$ cat src/rtl/word_nibble_pkg.sv
// Shared types and constants for the word-to-nibble transmit serializer.
// nib_xor() folds a default-width word into one nibble (checksum reference).
package word_nibble_pkg;

    typedef enum logic [1:0] {IDLE, SEND, CSUM} tx_state_t;

    localparam int WORD_W_DEF = 32;
    localparam int NIB_W_DEF  = 4;

    function automatic logic [NIB_W_DEF-1:0] nib_xor(input logic [WORD_W_DEF-1:0] word);
        logic [NIB_W_DEF-1:0] acc;
        acc = '0;
        for (int i = 0; i < WORD_W_DEF / NIB_W_DEF; i++) begin
            acc = acc ^ word[i*NIB_W_DEF +: NIB_W_DEF];
        end
        return acc;
    endfunction

endpackage

$ cat src/rtl/word_nibble_tx.sv
// Serializes one WORD_W word per handshake into NIB_W beats on a valid/ready link.
// Define WORD_NIBBLE_TX_CSUM_EN to append an XOR-of-nibbles checksum beat.
module word_nibble_tx
    import word_nibble_pkg::*;
#(
    parameter int WORD_W    = WORD_W_DEF,
    parameter int NIB_W     = NIB_W_DEF,
    parameter int LSB_FIRST = 1
) (
    input  logic              clk,
    input  logic              rst,
    input  logic              in_valid,
    output logic              in_ready,
    input  logic [WORD_W-1:0] in_data,
    output logic              out_valid,
    input  logic              out_ready,
    output logic [NIB_W-1:0]  out_nib,
    output logic              out_last,
    output logic              busy
);

    localparam int NUM_NIB = WORD_W / NIB_W;
    localparam int CNT_W   = $clog2(NUM_NIB + 1);
    localparam logic [CNT_W-1:0] LAST_CNT = CNT_W'(NUM_NIB - 1);

    tx_state_t          state_q, state_d;
    logic [CNT_W-1:0]   cnt_q, cnt_d;
    logic [WORD_W-1:0]  shreg_q, shreg_d;
    logic               in_ready_q, in_ready_d;
    logic [NIB_W-1:0]   cur_nib;
`ifdef WORD_NIBBLE_TX_CSUM_EN
    logic [NIB_W-1:0]   csum_q, csum_d;
`endif

    always_comb begin
        if (LSB_FIRST != 0) begin
            cur_nib = shreg_q[NIB_W-1:0];
        end else begin
            cur_nib = shreg_q[WORD_W-1 -: NIB_W];
        end
    end

    always_comb begin
        state_d    = state_q;
        cnt_d      = cnt_q;
        shreg_d    = shreg_q;
        in_ready_d = in_ready_q;
`ifdef WORD_NIBBLE_TX_CSUM_EN
        csum_d     = csum_q;
`endif
        case (state_q)
            IDLE: begin
                in_ready_d = 1'b1;
                if (in_valid && in_ready_q) begin
                    shreg_d    = in_data;
                    cnt_d      = '0;
                    state_d    = SEND;
                    in_ready_d = 1'b0;
`ifdef WORD_NIBBLE_TX_CSUM_EN
                    csum_d     = '0;
`endif
                end
            end
            SEND: begin
                if (out_ready) begin
                    if (LSB_FIRST != 0) begin
                        shreg_d = shreg_q >> NIB_W;
                    end else begin
                        shreg_d = shreg_q << NIB_W;
                    end
                    cnt_d = cnt_q + CNT_W'(1);
`ifdef WORD_NIBBLE_TX_CSUM_EN
                    csum_d = csum_q ^ cur_nib;
                    if (cnt_q == LAST_CNT) begin
                        state_d = CSUM;
                    end
`else
                    if (cnt_q == LAST_CNT) begin
                        state_d    = IDLE;
                        in_ready_d = 1'b1;
                    end
`endif
                end
            end
`ifdef WORD_NIBBLE_TX_CSUM_EN
            CSUM: begin
                if (out_ready) begin
                    state_d    = IDLE;
                    in_ready_d = 1'b1;
                end
            end
`endif
            default: begin
                state_d    = IDLE;
                in_ready_d = 1'b0;
            end
        endcase
    end

    always_ff @(posedge clk or posedge rst) begin
        if (rst) begin
            state_q    <= IDLE;
            cnt_q      <= '0;
            shreg_q    <= '0;
            in_ready_q <= 1'b0;
        end else begin
            state_q    <= state_d;
            cnt_q      <= cnt_d;
            shreg_q    <= shreg_d;
            in_ready_q <= in_ready_d;
        end
    end

`ifdef WORD_NIBBLE_TX_CSUM_EN
    always_ff @(posedge clk or posedge rst) begin
        if (rst) begin
            csum_q <= '0;
        end else begin
            csum_q <= csum_d;
        end
    end
`endif

    // Outputs decode straight from registered state, so out_ready never reaches in_ready.
    always_comb begin
        out_valid = 1'b0;
        out_nib   = '0;
        out_last  = 1'b0;
        case (state_q)
            SEND: begin
                out_valid = 1'b1;
                out_nib   = cur_nib;
`ifndef WORD_NIBBLE_TX_CSUM_EN
                out_last  = (cnt_q == LAST_CNT);
`endif
            end
`ifdef WORD_NIBBLE_TX_CSUM_EN
            CSUM: begin
                out_valid = 1'b1;
                out_nib   = csum_q;
                out_last  = 1'b1;
            end
`endif
            default: begin
                out_valid = 1'b0;
            end
        endcase
    end

    assign in_ready = in_ready_q;
    assign busy     = (state_q != IDLE);

endmodule
$ cat config.mk
export PLATFORM = sky130hd
export DESIGN_NAME = word_nibble_tx
export DESIGN_NICKNAME = d
export VERILOG_FILES = /design/src/rtl/word_nibble_pkg.sv /design/src/rtl/word_nibble_tx.sv
export SDC_FILE = /design/constraint.sdc
export NUM_CORES = 1
export LEC_CHECK = 0
export ABC_AREA = 1
export ABC_CLOCK_PERIOD_IN_PS = 1900
export CAP_MARGIN = 20
export CORE_MARGIN = 5
export CORE_UTILIZATION = 30
export CTS_CLUSTER_DIAMETER = 80
export DETAILED_ROUTE_END_ITERATION = 8
export PLACE_DENSITY = 0.56
export SYNTH_ARGS = -nofsm -noshare
export SYNTH_HDL_FRONTEND = slang
export SYNTH_SLANG_ARGS = --single-unit
$ cat constraint.sdc
create_clock -name clk -period 1.9 [get_ports clk]
set_clock_uncertainty 0.2 [all_clocks]
set_input_delay 0.19 -clock clk [delete_from_list [all_inputs] [get_ports clk]]
set_output_delay 0.19 -clock clk [all_outputs]
set_load 0.05 [all_outputs]
==> flow_summary.yaml <==
synth:
  syn_inst: 247
  ys_seq_area_share_pct: 50.6
  syn_area_um2: 1880
  synth_nets: 284
  synthDistinctLibCells: 20
  synth_seq_cells: 38
  ys_warn_count: 0
  avgSynthCellArea_um2: 7.61
floorplan:
  coreArea_um2: 5990
  fp-row-count: 28
  chipWidth_um: 89.2
  die_h_um: 89.2
  initial_core_util_pct: 31.4
  num_io_pins: 44
  die-area_um2: 7950
finish:
  drive_above_1_share_pct: 10.2
  fillCellCount: 603
  layout.nets: 330
  final_common_cell: "nand2_1"
  area_growth_pct: 38.8
  antennaDiodeCount: 0
  final_cell_mix: "nand2_1 (85), inv_1 (37), dfrtp_1 (37)"
routing:
  drt_iter0_markers: 78
  viasPerCell: 4.45
  final_antenna_net_count: 0
  drc_errors: 0
  detail_route.wl_per_cell_um: 12.0
  route.vias.total: 1639
  wirelength_um: 4420
  drtPass1Iterations: 4
pwr:
  p_switching_w: 0.00163
  leakage_nw: 1.25
  clkPwrFrac_pct: 17.6
  p_per_area_nw_per_um2: 1530
  intPower_w: 0.00235
  worst_ir_drop_vdd_mv: 0.746
  combPwrFrac_pct: 49.4
  sw_frac_of_total_pct: 41.0
  seq_power_share_pct: 33.0
status:
  outcome: "completed"
grt:
  antenna_found_initial: 0
  grt_usage_pct: 11.6
  grt_pass1_vias: 1622
  grt_max_degree: 39
  overflow: 0
  grt_pass1_wl_um: 7240
clocking:
  clk_path_buf_depth: 2
  clock_latency_ns: 0.28
  path_clk_slew_ns: 0.07
  cts_resized: 0
  htreeDepth: 2
  cts_made_buffers: 5
  clock-sinks: 38
  cts_tree: "done"
  clockRootBuffer: "clkbuf_8"
worst_setup_path:
  slowest_delay_ns: 0.40
  crit_chain: "ha_1 > inv_1 > nor4_4 > buf_12"
  endpoint_kind: "output port"
  cp_top_family: "flip-flops"
  crit_fanout: 4
  worstSetupPathType: "reg -> out"
  cp-start-kind: "flip-flop"
  reg2reg_from: "state_q[0]$_DFFE_PP0P_"
  crit_start: "cnt_q[0]$_DFFE_PP0P_"
  crit_required_ns: 1.51
  slowest_stage: "dfrtp_1"
  critical_path_arrival_ns: 1.40
  worstPathBufferInverterCount: 2
timing:
  max_freq_ghz: 0.557
  maxSlewViolCount: 0
  hold_ws_ns: 0.0619
  hold_violations: 0
  tightest_slew_ns: 0.267
  slew_headroom_pct: 82.1
  rsz0062_at_grt: "false"
  timing.final.crit_share_pct: 94.4
  setup_viol: 0
  fin_crit_ns: 1.79
  setup_tns_ns: 0
placement:
  io_buffers: 43
  gp_congestion: 0.751
  dpl.hpwl_um: 3070
worst_hold_path:
  hold_class: "in -> async"
job:
  cap_violations: 0
[synthesized netlist by cell type (all sizes together)]
cell type | instances | share of area (%)
nand2 | 86 | 18
o21ai | 45 | 12
dfrtp | 38 | 51
inv | 38 | 7.6
buf | 12 | 3.8
nand3 | 12 | 3.9
nor2 | 4 | 0.80
o22ai | 4 | 1.3
a21oi | 2 | 0.53
clkbuf | 2 | 0.40
ha | 1 | 0.67
nand4 | 1 | 0.33
nor3 | 1 | 0.27
nor4 | 1 | 0.33
[routing by layer]
layer / vias up / GRT usage [%] / share of wire, %
li1: 862 / - / -
met1: 738 / 15.8 / 50
met2: 34 / 18.0 / 44
met3: 5 / 2.86 / 5.4
met4: 0 / 4.06 / 0.99
met5: - / 0 / 0
[worst paths after layout]
| kind | end | slack, ns | cells past startpoint |
|---|---|---|---|
| setup / recovery | out_last | 0.11 | 4 |
| hold / removal | shreg_q[15]$_DFFE_PP0P_ | 0.06 | 3 |
| setup reg to reg | cnt_q[3]$_DFFE_PP0P_ | 0.36 | 6 |
| hold reg to reg | shreg_q[20]$_DFFE_PP0P_ | 0.31 | 2 |
| max in group asynchronous | state_q[0]$_DFFE_PP0P_ | 1.24 | 3 |
| min in group clk | shreg_q[28]$_DFFE_PP0P_ | 0.27 | 3 |
[per-stage QoR]
stage	total power [W]	instances	worst slack, ns	util, %	area, µm²
2_1_floorplan	0.00265	247	0.0895	-	1900
3_3_place_gp	0.00327	359	0.278	41.4	2480
3_5_place_dp	0.00329	359	0.261	41.4	2480
4_1_cts	0.00401	366	0.0315	43.3	2590
5_1_grt	0.00432	368	0.0208	43.6	2610
6_report	0.00399	368	0.106	43.6	2610
[power by group through the flow]
| stage | registers (W) | clock network [W] | logic [W] |
|---|---|---|---|
| after CTS | 0.00133 | 0.000721 | 0.00195 |
| after global routing | 0.00135 | 0.000754 | 0.00221 |
| final | 0.00132 | 0.000701 | 0.00197 |
| after global placement | 0.00134 | 0 | 0.00193 |
| after floorplan | 0.00137 | 0 | 0.00128 |
| after detailed placement | 0.00135 | 0 | 0.00194 |
[cell type report]
class	instances	area, µm²	share of cell area [%]
clock buffer	6	82.6	3.16
tap	75	93.8	3.60
clock inverter	1	30.0	1.15
inverter	38	143	5.47
sequential	38	952	36.5
timing repair buffer	53	586	22.4
multi-input combinational	157	723	27.7
[registers in the layout, summed over array words and instances (netlist names)]
signal and count:
shreg_q 32, cnt_q 4, in_ready 1, state_q 1
[tightest hold or removal path: cells and delay by family]
kind / cells / cell delay, ns
buffers and inverters: 3 / 0.72
[repair_timing]
| item | 4_1_cts | 5_1_grt |
|---|---|---|
| hold buffers | 0 | 0 |
| setup endpoints to repair | 0 | 1 |
| buffers inserted | 0 | 2 |
[cell families (layout without fill, tap and decap cells)]
kind of cell | Yosys count | after routing | synth area share [%]
AO/OA/AOI/OAI | 51 | 51 | 13.8
AND/OR/NAND/NOR | 105 | 105 | 23.2
adder cells (fa/ha/maj) | 1 | 1 | 0.665
buffers and inverters | 52 | 98 | 11.8
flip-flops | 38 | 38 | 50.6
No activity file was read; power rests on OpenSTA's default activity.
